### src/rtl/radix_alu_q_if.sv
// Command/result bus of radix_alu_q: tagged command handshake in, tagged result handshake out,
// plus occupancy/status. The bench drives the master side, the ALU is the slave.
`timescale 1ns/1ps
interface radix_alu_q_if #(
  parameter int W     = 16,
  parameter int TAG_W = 4,
  parameter int DEPTH = 4
) ();
  logic                     in_valid;
  logic                     in_ready;
  logic [3:0]               in_opcode;
  logic [W-1:0]             in_a;
  logic [W-1:0]             in_b;
  logic [TAG_W-1:0]         in_tag;
  logic                     out_valid;
  logic                     out_ready;
  logic [2*W-1:0]           out_result;
  logic [TAG_W-1:0]         out_tag;
  logic                     out_err;
  logic                     busy;
  logic [$clog2(DEPTH):0]   fifo_count;

  modport master (
    output in_valid, in_opcode, in_a, in_b, in_tag, out_ready,
    input  in_ready, out_valid, out_result, out_tag, out_err, busy, fifo_count
  );

  modport slave (
    input  in_valid, in_opcode, in_a, in_b, in_tag, out_ready,
    output in_ready, out_valid, out_result, out_tag, out_err, busy, fifo_count
  );
endinterface

### src/rtl/radix_alu_q.sv
// Queued radix ALU: DEPTH-entry command FIFO feeding a single IDLE/EXEC/HOLD engine whose
// execute time depends on the opcode class (binary, decimal, duodecimal core models).
`timescale 1ns/1ps
module radix_alu_q #(
  parameter int W       = 16,
  parameter int TAG_W   = 4,
  parameter int DEPTH   = 4,
  parameter int LAT_BIN = 6,
  parameter int LAT_DEC = 8,
  parameter int LAT_DUO = 1
) (
  input logic         clk,
  input logic         rst,
  radix_alu_q_if.slave bus
);
  localparam int PW = $clog2(DEPTH);
  localparam int CW = PW + 1;
  localparam logic [CW-1:0] FULL = CW'(DEPTH);

  // Opcode table shared with the sequencer; 11..15 are illegal.
  localparam logic [3:0] OP_BIN_ADD   = 4'd0;
  localparam logic [3:0] OP_BIN_SUB   = 4'd1;
  localparam logic [3:0] OP_BIN_MUL   = 4'd2;
  localparam logic [3:0] OP_DEC_ADD   = 4'd3;
  localparam logic [3:0] OP_DEC_SUB   = 4'd4;
  localparam logic [3:0] OP_DEC_MUL   = 4'd5;
  localparam logic [3:0] OP_DEC_MUL10 = 4'd6;
  localparam logic [3:0] OP_DUO_ADD12 = 4'd7;
  localparam logic [3:0] OP_DUO_SUB12 = 4'd8;
  localparam logic [3:0] OP_DUO_MUL12 = 4'd9;
  localparam logic [3:0] OP_DUO_MUL3  = 4'd10;

  localparam logic [1:0] IDLE = 2'd0;
  localparam logic [1:0] EXEC = 2'd1;
  localparam logic [1:0] HOLD = 2'd2;

  function automatic logic [31:0] sat_lat(input int lat);
    return (lat < 1) ? 32'd1 : 32'(lat);
  endfunction

  function automatic logic [31:0] class_lat(input logic [3:0] op);
    if (op <= OP_BIN_MUL)        return sat_lat(LAT_BIN);
    else if (op <= OP_DEC_MUL10) return sat_lat(LAT_DEC);
    else if (op <= OP_DUO_MUL3)  return sat_lat(LAT_DUO);
    else                         return 32'd1;
  endfunction

  function automatic logic is_legal(input logic [3:0] op);
    return op <= OP_DUO_MUL3;
  endfunction

  function automatic logic [2*W-1:0] compute(input logic [3:0] op, input logic [W-1:0] a,
                                             input logic [W-1:0] b);
    logic [2*W-1:0] ax;
    logic [2*W-1:0] bx;
    ax = {{W{1'b0}}, a};
    bx = {{W{1'b0}}, b};
    case (op)
      OP_BIN_ADD, OP_DEC_ADD, OP_DUO_ADD12: return ax + bx;
      OP_BIN_SUB, OP_DEC_SUB, OP_DUO_SUB12: return ax - bx;
      OP_BIN_MUL, OP_DEC_MUL, OP_DUO_MUL12: return ax * bx;
      OP_DEC_MUL10:                         return ax * (2*W)'(10);
      OP_DUO_MUL3:                          return ax * (2*W)'(3);
      default:                              return '0;
    endcase
  endfunction

  logic [3:0]       op_mem  [DEPTH];
  logic [W-1:0]     a_mem   [DEPTH];
  logic [W-1:0]     b_mem   [DEPTH];
  logic [TAG_W-1:0] tag_mem [DEPTH];
  logic [PW-1:0]    wr_ptr, rd_ptr;
  logic [CW-1:0]    count;
  logic [1:0]       state;
  logic [31:0]      cnt_p0;
  logic [3:0]       op_p0;
  logic [W-1:0]     a_p0, b_p0;
  logic [TAG_W-1:0] tag_p0;
  logic             vld_p1;
  logic [2*W-1:0]   result_p1;
  logic [TAG_W-1:0] tag_p1;
  logic             err_p1;
  logic             push, pop, nempty;

  // in_ready depends only on the registered count, so a same-cycle pop never frees a full FIFO.
  assign nempty = (count != '0);
  assign push   = bus.in_valid && (count != FULL);
  assign pop    = nempty && ((state == IDLE) || ((state == HOLD) && bus.out_ready));

  assign bus.in_ready   = (count != FULL);
  assign bus.fifo_count = count;
  assign bus.busy       = nempty || (state != IDLE);
  assign bus.out_valid  = vld_p1;
  assign bus.out_result = result_p1;
  assign bus.out_tag    = tag_p1;
  assign bus.out_err    = err_p1;

  always_ff @(posedge clk) begin
    if (push) begin
      op_mem[wr_ptr]  <= bus.in_opcode;
      a_mem[wr_ptr]   <= bus.in_a;
      b_mem[wr_ptr]   <= bus.in_b;
      tag_mem[wr_ptr] <= bus.in_tag;
    end
  end

  // Stage p0: command popped from the FIFO head into the execute registers.
  always_ff @(posedge clk) begin
    if (pop) begin
      op_p0  <= op_mem[rd_ptr];
      a_p0   <= a_mem[rd_ptr];
      b_p0   <= b_mem[rd_ptr];
      tag_p0 <= tag_mem[rd_ptr];
    end
  end

  // Stage p1: result register held until the consumer accepts it.
  always_ff @(posedge clk) begin
    if (rst) begin
      wr_ptr    <= '0;
      rd_ptr    <= '0;
      count     <= '0;
      state     <= IDLE;
      cnt_p0    <= '0;
      vld_p1    <= 1'b0;
      result_p1 <= '0;
      tag_p1    <= '0;
      err_p1    <= 1'b0;
    end else begin
      if (push) wr_ptr <= wr_ptr + PW'(1);
      if (pop)  rd_ptr <= rd_ptr + PW'(1);
      case ({push, pop})
        2'b10:   count <= count + CW'(1);
        2'b01:   count <= count - CW'(1);
        default: count <= count;
      endcase
      case (state)
        IDLE: begin
          if (pop) begin
            cnt_p0 <= class_lat(op_mem[rd_ptr]);
            state  <= EXEC;
          end
        end
        EXEC: begin
          if (cnt_p0 > 32'd1) begin
            cnt_p0 <= cnt_p0 - 32'd1;
          end else begin
            vld_p1    <= 1'b1;
            result_p1 <= compute(op_p0, a_p0, b_p0);
            tag_p1    <= tag_p0;
            err_p1    <= !is_legal(op_p0);
            state     <= HOLD;
          end
        end
        HOLD: begin
          if (bus.out_ready) begin
            vld_p1 <= 1'b0;
            if (pop) begin
              cnt_p0 <= class_lat(op_mem[rd_ptr]);
              state  <= EXEC;
            end else begin
              state <= IDLE;
            end
          end
        end
        default: state <= IDLE;
      endcase
    end
  end
endmodule

### src/flat_wrapper.sv
// flat-port wrapper written by rule: the top's interface ports become plain ports
module radix_alu_q_flat 
#(
  parameter int W       = 16,
  parameter int TAG_W   = 4,
  parameter int DEPTH   = 4,
  parameter int LAT_BIN = 6,
  parameter int LAT_DEC = 8,
  parameter int LAT_DUO = 1
)
  (clk, rst, bus_in_valid, bus_in_opcode, bus_in_a, bus_in_b, bus_in_tag, bus_out_ready, bus_in_ready, bus_out_valid, bus_out_result, bus_out_tag, bus_out_err, bus_busy, bus_fifo_count);
  radix_alu_q_if #(.W(W), .TAG_W(TAG_W), .DEPTH(DEPTH)) bus_i ();
  input logic clk;
  input logic rst;
  input wire logic [$bits(bus_i.in_valid)-1:0] bus_in_valid;
  input wire logic [$bits(bus_i.in_opcode)-1:0] bus_in_opcode;
  input wire logic [$bits(bus_i.in_a)-1:0] bus_in_a;
  input wire logic [$bits(bus_i.in_b)-1:0] bus_in_b;
  input wire logic [$bits(bus_i.in_tag)-1:0] bus_in_tag;
  input wire logic [$bits(bus_i.out_ready)-1:0] bus_out_ready;
  output wire logic [$bits(bus_i.in_ready)-1:0] bus_in_ready;
  output wire logic [$bits(bus_i.out_valid)-1:0] bus_out_valid;
  output wire logic [$bits(bus_i.out_result)-1:0] bus_out_result;
  output wire logic [$bits(bus_i.out_tag)-1:0] bus_out_tag;
  output wire logic [$bits(bus_i.out_err)-1:0] bus_out_err;
  output wire logic [$bits(bus_i.busy)-1:0] bus_busy;
  output wire logic [$bits(bus_i.fifo_count)-1:0] bus_fifo_count;
  assign bus_i.in_valid = bus_in_valid;
  assign bus_i.in_opcode = bus_in_opcode;
  assign bus_i.in_a = bus_in_a;
  assign bus_i.in_b = bus_in_b;
  assign bus_i.in_tag = bus_in_tag;
  assign bus_i.out_ready = bus_out_ready;
  assign bus_in_ready = bus_i.in_ready;
  assign bus_out_valid = bus_i.out_valid;
  assign bus_out_result = bus_i.out_result;
  assign bus_out_tag = bus_i.out_tag;
  assign bus_out_err = bus_i.out_err;
  assign bus_busy = bus_i.busy;
  assign bus_fifo_count = bus_i.fifo_count;
  radix_alu_q #(.W(W), .TAG_W(TAG_W), .DEPTH(DEPTH), .LAT_BIN(LAT_BIN), .LAT_DEC(LAT_DEC), .LAT_DUO(LAT_DUO)) u_core (.clk(clk), .rst(rst), .bus(bus_i));
endmodule
### config.mk
export PLATFORM = sky130hd
export DESIGN_NAME = radix_alu_q_flat
export DESIGN_NICKNAME = d
export VERILOG_FILES = /design/src/rtl/radix_alu_q_if.sv /design/src/rtl/radix_alu_q.sv /design/src/flat_wrapper.sv
export SDC_FILE = /design/constraint.sdc
export NUM_CORES = 1
export LEC_CHECK = 0
export BUFFER_PORTS_ARGS = -buffer_cell sky130_fd_sc_hd__buf_2
export CAP_MARGIN = 20
export CELL_PAD_IN_SITES_DETAIL_PLACEMENT = 1
export CELL_PAD_IN_SITES_GLOBAL_PLACEMENT = 2
export CORE_ASPECT_RATIO = 1.1
export CORE_UTILIZATION = 38
export CTS_CLUSTER_SIZE = 14
export DETAILED_ROUTE_END_ITERATION = 6
export PLACE_DENSITY_LB_ADDON = 0.1
export SETUP_SLACK_MARGIN = 0.15
export SYNTH_ARGS = -nofsm -noshare
export SYNTH_HDL_FRONTEND = slang
export SYNTH_SLANG_ARGS = --single-unit
### constraint.sdc
create_clock -name clk -period 6.5 [get_ports clk]
set_input_delay 0.65 -clock clk [delete_from_list [all_inputs] [get_ports clk]]
set_output_delay 0.65 -clock clk [all_outputs]
set_load 0.02 [all_outputs]
==> results of run 1 <==
[through the flow]
stage          utilization [%]  setup TNS [ps]  instance area (sq um)
3_5_place_dp             41.68          -303.8                  24040
3_3_place_gp             41.68          -10.03                  24040
4_1_cts                  43.52               0                  25100
2_1_floorplan                -               0                  22290
6_report                 44.14               0                  25460
5_1_grt                  44.14               0                  25450
[Yosys cell counts, drive strengths merged (8+ instances only)]
cell type  number  area, sq um
a21o           15        112.6
and2           82        513.0
xnor2          53        464.2
buf            10        50.05
a211oi         21        157.7
nor3           43        220.2
a221oi          8        70.07
a21oi          73        365.4
o22ai          14        87.58
and3            8        50.05
or3            14        87.58
nor2          147        551.8
nand2b         13        88.83
nor4           14        130.1
o21bai         14        108.9
o21ai          65        325.3
ha            187         2340
inv           291         1092
edfxtp        200         6006
nand2         205        769.5
o21a           18        135.1
or2             9        56.30
o31ai           8        60.06
fa            199         3984
mux4           40        900.9
nand3          26        140.1
clkbuf         69        259.0
xor2           27        236.5
a31oi          12        75.07
nor2b          17        106.4
dfxtp          81         1622
o211ai         14        105.1
a22oi           9        67.56
nand4           9        62.56
[area by class of cell]
cell class / instances / share of cell area, %
multi-input cells: 1463 / 52.75
flip-flops and latches: 281 / 29.97
repair buffers: 198 / 5.299
inverters: 292 / 4.306
well taps: 752 / 3.696
clock buffers: 38 / 3.151
clock inverters: 20 / 0.8110
diodes: 1 / 0.009830
[flip-flops by register name (all words and copies together) (netlist names), 16 cells and up, named ones only]
signal and count:
u_core.a_mem 64, u_core.a_p0 16, u_core.b_mem 64, u_core.b_p0 16, u_core.bus.out_result 32, u_core.cnt_p0 32, u_core.op_mem 16, u_core.tag_mem 16
[per-layer routing]
metal | share of wire, % | vias to the layer above
met4 | 3.0 | 2
met5 | 0.018 | -
met2 | 50 | 261
li1 | - | 7584
met3 | 3.4 | 87
met1 | 43 | 8424
[placed cells by master (no fill, tap or decap), types with 14 or more instances in the layout]
master,n
a211oi_1,17
a21o_1,15
a21oi_1,72
and2_1,81
buf_2,87
buf_4,99
clkbuf_16,31
dfxtp_1,79
edfxtp_1,200
fa_1,197
ha_1,181
inv_1,289
mux4_2,40
nand2_1,205
nand3_1,24
nor2_1,146
nor2b_1,17
nor3_1,41
o211ai_1,14
o21a_1,17
o21ai_0,60
o22ai_1,14
or3_1,14
xnor2_1,52
xor2_1,27
[kinds of logic after synthesis]
family          share of synthesized area [%]
fa+ha+maj                               28.36
xor+xnor                                3.143
flops                                   34.21
simple gates                            13.28
buf+inv                                 6.303
mux                                     4.176
compound gates                          10.52
[what timing repair did]
item	CTS	global route
gates cloned	0	1
pin swaps	0	13
hold endpoints to repair	0	0
hold buffers	0	0
endpoints found under the setup margin	14	19
setup buffers	4	25
gates resized for setup	6	36
[worst register-to-register path, delay by kind of cell, from the launching register on]
family / cells / cell delay (ps)
adders and majority gates: 7 / 3260
AOI/OAI and AO/OA: 5 / 1040
buffers and inverters: 7 / 660
DFF: 1 / 540
and+or+nand+nor: 3 / 420
xor gates and xnor gates: 1 / 160
[worst min path at each step]
stage	to	slack (ps)	cells after the start
after floorplan	u_core.cnt_p0[7]	450	2
after global placement	u_core.bus.out_err	450	2
after detailed placement	u_core.bus.out_err	450	2
after CTS	u_core.a_mem[2][1]	240	1
after global routing	u_core.a_mem[2][1]	250	1
final	u_core.tag_mem[3][2]	270	1
==> impl_metrics.tcl, run 1 <==
set metrics [dict create \
    status "complete, no violations" \
    grtUsageMet1_pct 31.99 \
    vias 16360 \
    crit_end "u_core.bus.out_result[31]" \
    crit_buf_inv 7 \
    dp_hpwl_um 56330 \
    clkLatencyLatePin_ps 590 \
    skew_ps 14.21 \
    globalplace.congestion 0.9101 \
    pre_cts_slack_ps -83.93 \
    worst_slack_ps 262.5 \
    slowest_stage "fa_2" \
    ios 87 \
    worstPathMaxFanout 7 \
    fp.dieW_um 232.9 \
    cts_tree "done" \
    synth_edf_count 200 \
    crit_type "register to register" \
    yosysWarnings 0 \
    worst_setup_path_end_kind "register" \
    path_clk_slew_ps 60 \
    critPathRequiredTime_ps 6950 \
    path_depth 23 \
    relSlewSlack_pct 26.05 \
    start_util_pct 38.66 \
    post_drt_wl_per_cell_um 23.51 \
    drc 0 \
    cts-htree-levels 1 \
    period_minus_slack_ps 6237 \
    drive_above_1_share_pct 15.10 \
    ys.flop_type "edfxtp_1" \
    clk_path_buf_depth 3 \
    cpMostUsedCell "fa_1" \
    async_reset_ff_share_pct 0 \
    max_stage_delay_ps 570 \
    syn_avg_cell_area_sq_um 10.54 \
    critical_path_arrival_ps 6680 \
    avgViaCountPerCell 5.372 \
    ys_types 79 \
    r2r-end "u_core.bus.out_result[31]" \
    grt_pass1_wl_um 110300 \
    clock-root-buffer "clkbuf_16" \
    met2_usage_pct 42.44 \
    fmax_ghz 0.1603 \
    crit_path_start_kind "register" \
    die-area_sq_um 59640 \
    reg2regPathDepth 23 \
    ff_latch_area_sq_um 7630 \
    drv_slew 0 \
    met3_usage_pct 2.551 \
    track_usage_pct 24.45 \
    fp.dieH_um 256.0 \
    synthesis.area_sq_um 22290 \
    yosysSeqAreaShare_pct 34.21 \
    first_iter_violations 798 \
    rrSetupSlack_ps 260 \
    clock-sinks 281 \
    num_rows 92 \
    area_delta_synth_final_pct 14.18 \
    grt_antenna_before_repair 3 \
    num-fill-cells 6333 \
    grt.busiest_layer "met2" \
    drv_cap 0 \
    critical-path-top-delay-family "adder cells" \
    crit_chain "buf_6 -> and2_4 -> fa_1 -> inv_1 -> fa_2 -> fa_1 -> fa_1 -> inv_1 -> fa_1 -> inv_2 -> fa_2 -> inv_2 -> ha_4 -> and3_4 -> buf_6 -> nand4_1 -> a211oi_2 -> o2111a_2 -> o21ai_2 -> buf_6 -> a211oi_2 -> xnor2_1 -> o22ai_1" \
    syn-num-nets 2545 \
    numCtsBuffers 31 \
    first_pass_iters 5 \
    grt_pass1_vias 17950 \
    hp-class "input port to register" \
    rsz0062_at_grt "yes" \
    worst_pin_slew_ps 1109 \
    nets 2697 \
    routed_wl_um 71570 \
    core_area_sq_um 57670 \
    hold_violations 0 \
    setup_viol 0 \
    fin_crit_sh_pct 95.96 \
    port_buffers 86 \
    startpoint "u_core.b_p0[6]" \
    instances_no_fill 3045 \
    timing.rr.start "u_core.b_p0[6]" \
    syn_inst 2115 \
    multi_input_area_sq_um 13430 \
    globalRouteOverflowTotal 0 \
    grt_max_degree 46 \
    synth_seq_cells 281 \
    postRouteAntennaNets 0 \
    fin_worst_hold_slack_ps 268.6 \
    dp_cells 2956 \
    hold_start "bus_in_tag[2]" \
]
Power of run 1 is left out: the tool's default activity adds up to more than one toggle a clock period on the data nets, which glitch-free logic cannot reach.
==> run 2: changes to the inputs <==
RECOVER_POWER = 25   (was unset)
==> impl_metrics.tcl, run 2 (synthesis results as in run 1) <==
set metrics [dict create \
    drive_above_1_share_pct 13.61 \
    skew_ps 14.56 \
    reg2regPathDepth 23 \
    core_area_sq_um 57670 \
    num_rows 92 \
    vias 16360 \
    mostFrequentLayoutCells "289 x inv_1, 205 x nand2_1, 200 x edfxtp_1, 197 x fa_1, 181 x ha_1" \
    postRouteAntennaNets 0 \
    grt_antenna_before_repair 2 \
    fmax_ghz 0.1603 \
    critical-path-top-delay-family "adder cells" \
    cts-htree-levels 1 \
    wl_met1_um 31080 \
    wl_met2_um 35970 \
    slowest_stage "fa_2" \
    routed_wl_um 71650 \
    cpMostUsedCell "fa_1" \
    clock-sinks 281 \
    hold_violations 0 \
    dr_wl_met3_um 2472 \
    worstPathMaxFanout 7 \
    fin_crit_sh_pct 95.97 \
    worst_pin_slew_ps 1108 \
    die-area_sq_um 59640 \
    holdPathStages 1 \
    globalRouteOverflowTotal 0 \
    status "complete, no violations" \
    ios 87 \
    crit_chain "buf_6 -> and2_4 -> fa_1 -> inv_1 -> fa_2 -> fa_1 -> fa_1 -> inv_1 -> fa_1 -> inv_2 -> fa_2 -> inv_2 -> ha_4 -> and3_4 -> buf_6 -> nand4_1 -> a211oi_2 -> o2111a_2 -> o21ai_2 -> buf_6 -> a211oi_2 -> xnor2_1 -> o22ai_1" \
    r2r-end "u_core.bus.out_result[31]" \
    crit_buf_inv 7 \
    clock-root-buffer "clkbuf_16" \
    hp-class "input port to register" \
    fin_area_sq_um 25410 \
    rsz0062_at_grt "yes" \
    path_clk_slew_ps 60 \
    avgViaCountPerCell 5.372 \
    drv_cap 0 \
    crit_type "register to register" \
    crit_path_start_kind "register" \
    clkLatencyLatePin_ps 590 \
    port_buffers 86 \
    grt_max_degree 46 \
    instances_no_fill 3045 \
    fin_tns_setup_ps 0 \
    grt_pass1_vias 17950 \
    dp_cells 2956 \
    numCtsBuffers 31 \
    relSlewSlack_pct 26.10 \
    dp_hpwl_um 56330 \
    first_pass_iters 5 \
    grt_pass1_wl_um 110300 \
    setup_viol 0 \
    start_util_pct 38.66 \
    drc 0 \
    rrSetupSlack_ps 260 \
    cts_tree "done" \
    clk_path_buf_depth 3 \
    first_iter_violations 803 \
    holdPathEnd "u_core.op_mem[3][3]" \
    top_regs "u_core.a_mem (64), u_core.b_mem (64)" \
    max_stage_delay_ps 570 \
    period_minus_slack_ps 6238 \
    area_delta_synth_final_pct 13.99 \
    hold_buffers 0 \
    post_drt_wl_per_cell_um 23.53 \
    critical_path_arrival_ps 6690 \
    hold_start "bus_in_opcode[3]" \
    place_area_sq_um 24040 \
    track_usage_pct 24.45 \
    fp.dieH_um 256.0 \
    globalplace.congestion 0.9101 \
    nets 2697 \
    timing.rr.start "u_core.b_p0[6]" \
    dr.max_layer_used "met4" \
    worst_setup_path_end_kind "register" \
    drv_slew 0 \
    fp.dieW_um 232.9 \
    critPathRequiredTime_ps 6950 \
    final_common_cell "inv_1" \
]
run 2: cell types whose count changed in the layout (fill, tap and decap cells not counted), sizes merged:
cell / previous run / this run
clkbuf: 38 / 72
buf: 198 / 164
run 2: area by class of cell:
class | instances | area, sq um
Fill cell | 6341 | 32260
Multi-Input combinational cell | 1463 | 13430
Sequential cell | 281 | 7630
Timing Repair Buffer | 198 | 1306
Inverter | 292 | 1096
Tap cell | 752 | 940.9
Clock buffer | 38 | 802.0
Clock inverter | 20 | 206.4
Antenna cell | 1 | 2.502
run 2: metrics by stage:
| step | worst slack [ps] | hold WS, ps | util [%] |
|---|---|---|---|
| detailed placement | -83.93 | 453.1 | 41.68 |
| global route | 81.58 | 280.9 | 44.06 |
| global placement | -10.03 | 445.1 | 41.68 |
| CTS | 165.8 | 241.4 | 43.52 |
| finish | 262.0 | 288.2 | 44.07 |
| floorplan | 241.4 | 448.5 | - |
run 2: worst register-to-register path, delay by kind of cell (launching register included):
family / cells / cell delay, ps
adder cells (fa/ha/maj): 7 / 3260
AO/OA/AOI/OAI: 5 / 1040
buffers and inverters: 7 / 660
flip-flops: 1 / 540
AND/OR/NAND/NOR: 3 / 420
XOR/XNOR: 1 / 160
run 2: how the worst max path moves through the flow:
stage                                endpoint  depth (start not counted)       startpoint  slack, ps
global placement    u_core.bus.out_result[17]                         21   u_core.a_p0[7]        -10
finish              u_core.bus.out_result[31]                         23   u_core.b_p0[6]        260
floorplan           u_core.bus.out_result[25]                         20   u_core.b_p0[1]        240
global route        u_core.bus.out_result[31]                         21  u_core.a_p0[11]         80
CTS                 u_core.bus.out_result[25]                         23   u_core.a_p0[6]        170
detailed placement  u_core.bus.out_result[31]                         23   u_core.a_p0[7]        -80
run 2: timing repair:
| item | in CTS | in global routing |
|---|---|---|
| resized for setup | 6 | 36 |
| cloned | 0 | 1 |
| endpoints found under the setup margin | 14 | 19 |
| pin swaps | 0 | 13 |
| buffers inserted | 4 | 25 |
| hold endpoints to repair | 0 | 0 |
run 2: metal layers:
metal | vias to the layer above | GRT usage [%]
met5 | - | 0
met4 | 0 | 7.062
met3 | 85 | 2.551
met2 | 264 | 42.44
met1 | 8421 | 31.99
li1 | 7588 | -
Power of run 2 is left out for the same reason.
==> run 3: changes to the inputs <==
BUFFER_PORTS_ARGS = -buffer_cell sky130_fd_sc_hd__clkbuf_2   (was -buffer_cell sky130_fd_sc_hd__buf_2)
==> impl_metrics.tcl, run 3 (synthesis results as in run 1) <==
set metrics [dict create \
    drv_cap 0 \
    nets 2697 \
    n_antenna_cell 0 \
    rsz0062_at_grt "no" \
    num_rows 92 \
    port_buffers 86 \
    period_minus_slack_ps 6159 \
    fp.dieW_um 232.9 \
    path_clk_slew_ps 70 \
    final_util_pct 44.25 \
    globalRouteOverflowTotal 0 \
    start_util_pct 38.66 \
    worst_setup_path_end_kind "register" \
    fin_area_sq_um 25520 \
    core_area_sq_um 57670 \
    ios 87 \
    fin_crit_sh_pct 94.76 \
    clock-sinks 281 \
    drv_slew 0 \
    first_iter_violations 762 \
    postRouteAntennaNets 0 \
    reg2regPathDepth 23 \
    fin_tns_setup_ps 0 \
    routed_wl_um 71550 \
    avgViaCountPerCell 5.383 \
    skew_ps 14.17 \
    grt_pass1_vias 17870 \
    crit_path_start_kind "register" \
    critPathRequiredTime_ps 6930 \
    place_area_sq_um 24080 \
    cts-htree-levels 1 \
    relSlewSlack_pct 33.59 \
    clk_path_buf_depth 3 \
    worstPathMaxFanout 5 \
    hold_buffers 0 \
    post_drt_wl_per_cell_um 23.52 \
    hold_violations 0 \
    num-fill-cells 6309 \
    worst_slack_ps 340.7 \
    crit_type "register to register" \
    setup_viol 0 \
    drive_above_1_share_pct 13.93 \
    dp_hpwl_um 56170 \
    die-area_sq_um 59640 \
    mostFrequentLayoutCells "288 x inv_1, 205 x nand2_1, 200 x edfxtp_1, 193 x fa_1, 181 x ha_1" \
    area_delta_synth_final_pct 14.46 \
    hp-class "input port to register" \
    top_regs "u_core.a_mem (64), u_core.b_mem (64)" \
    grt_pass1_wl_um 109300 \
    grt_max_degree 46 \
    clock-root-buffer "clkbuf_16" \
    clkLatencyLatePin_ps 590 \
    first_pass_iters 5 \
    globalplace.congestion 0.8780 \
    cts_tree "done" \
    track_usage_pct 24.48 \
    critical_path_arrival_ps 6590 \
    final_common_cell "inv_1" \
    fmax_ghz 0.1624 \
    drc 0 \
    worst_pin_slew_ps 992.5 \
    pre_cts_slack_ps -81.37 \
    grt_antenna_before_repair 3 \
    holdPathStages 1 \
    numCtsBuffers 31 \
    fp.dieH_um 256.0 \
    status "complete, no violations" \
    vias 16380 \
]
## run 3: path summary, 6_finish.rpt
| check | slack [ps] | end | start |
|---|---|---|---|
| min reg2reg | 480 | u_core.bus.out_tag[0] | u_core.bus.out_tag[0] |
| max | 340 | u_core.bus.out_result[23] | u_core.b_p0[6] |
| min | 310 | u_core.a_mem[1][9] | bus_in_a[9] |
| max reg2reg | 340 | u_core.bus.out_result[23] | u_core.b_p0[6] |
## run 3: repair_timing
action,CTS,global route
gates cloned,0,0
pin swaps,0,14
buffers inserted,14,14
resized for setup,8,46
setup endpoints to repair,11,20
## run 3: metal layers
metal	vias up	wire, um	track usage (%)
met2	310	35360	41.81
met4	0	2716	9.005
met1	8366	31200	31.82
met5	-	0	0
met3	119	2268	2.596
li1	7580	-	-
## run 3: worst max-delay path, cell delays in order (launching register included)
cell and delay, ps:
edfxtp_1 500, buf_4 190, buf_4 140, and2_1 140, fa_1 490, inv_1 50, fa_1 450, fa_1 520
inv_1 60, fa_1 510, fa_1 510, inv_1 50, fa_1 480, inv_1 40, ha_1 280, a21o_1 180
a21oi_1 140, nor2b_1 110, or4_1 440, o21ai_2 170, buf_6 140, buf_4 110, xor2_1 180, o22ai_1 120
## run 3: final cells by class
class / instances / area, sq um / share of cell area [%]
clock buffer: 38 / 822.0 / 3.222
clock inverter: 18 / 197.7 / 0.7747
tap: 752 / 940.9 / 3.687
timing repair buffer: 198 / 1375 / 5.389
multi-input combinational: 1463 / 13450 / 52.72
inverter: 292 / 1100 / 4.310
sequential: 281 / 7630 / 29.90
## run 3: through the flow
stage	std cells	hold WS, ps
after global routing	3042	296.1
after global placement	2954	452.1
after CTS	3027	251.4
after detailed placement	2957	455.1
after floorplan	2115	448.5
final	3042	312.8
Power of run 3 is left out for the same reason.
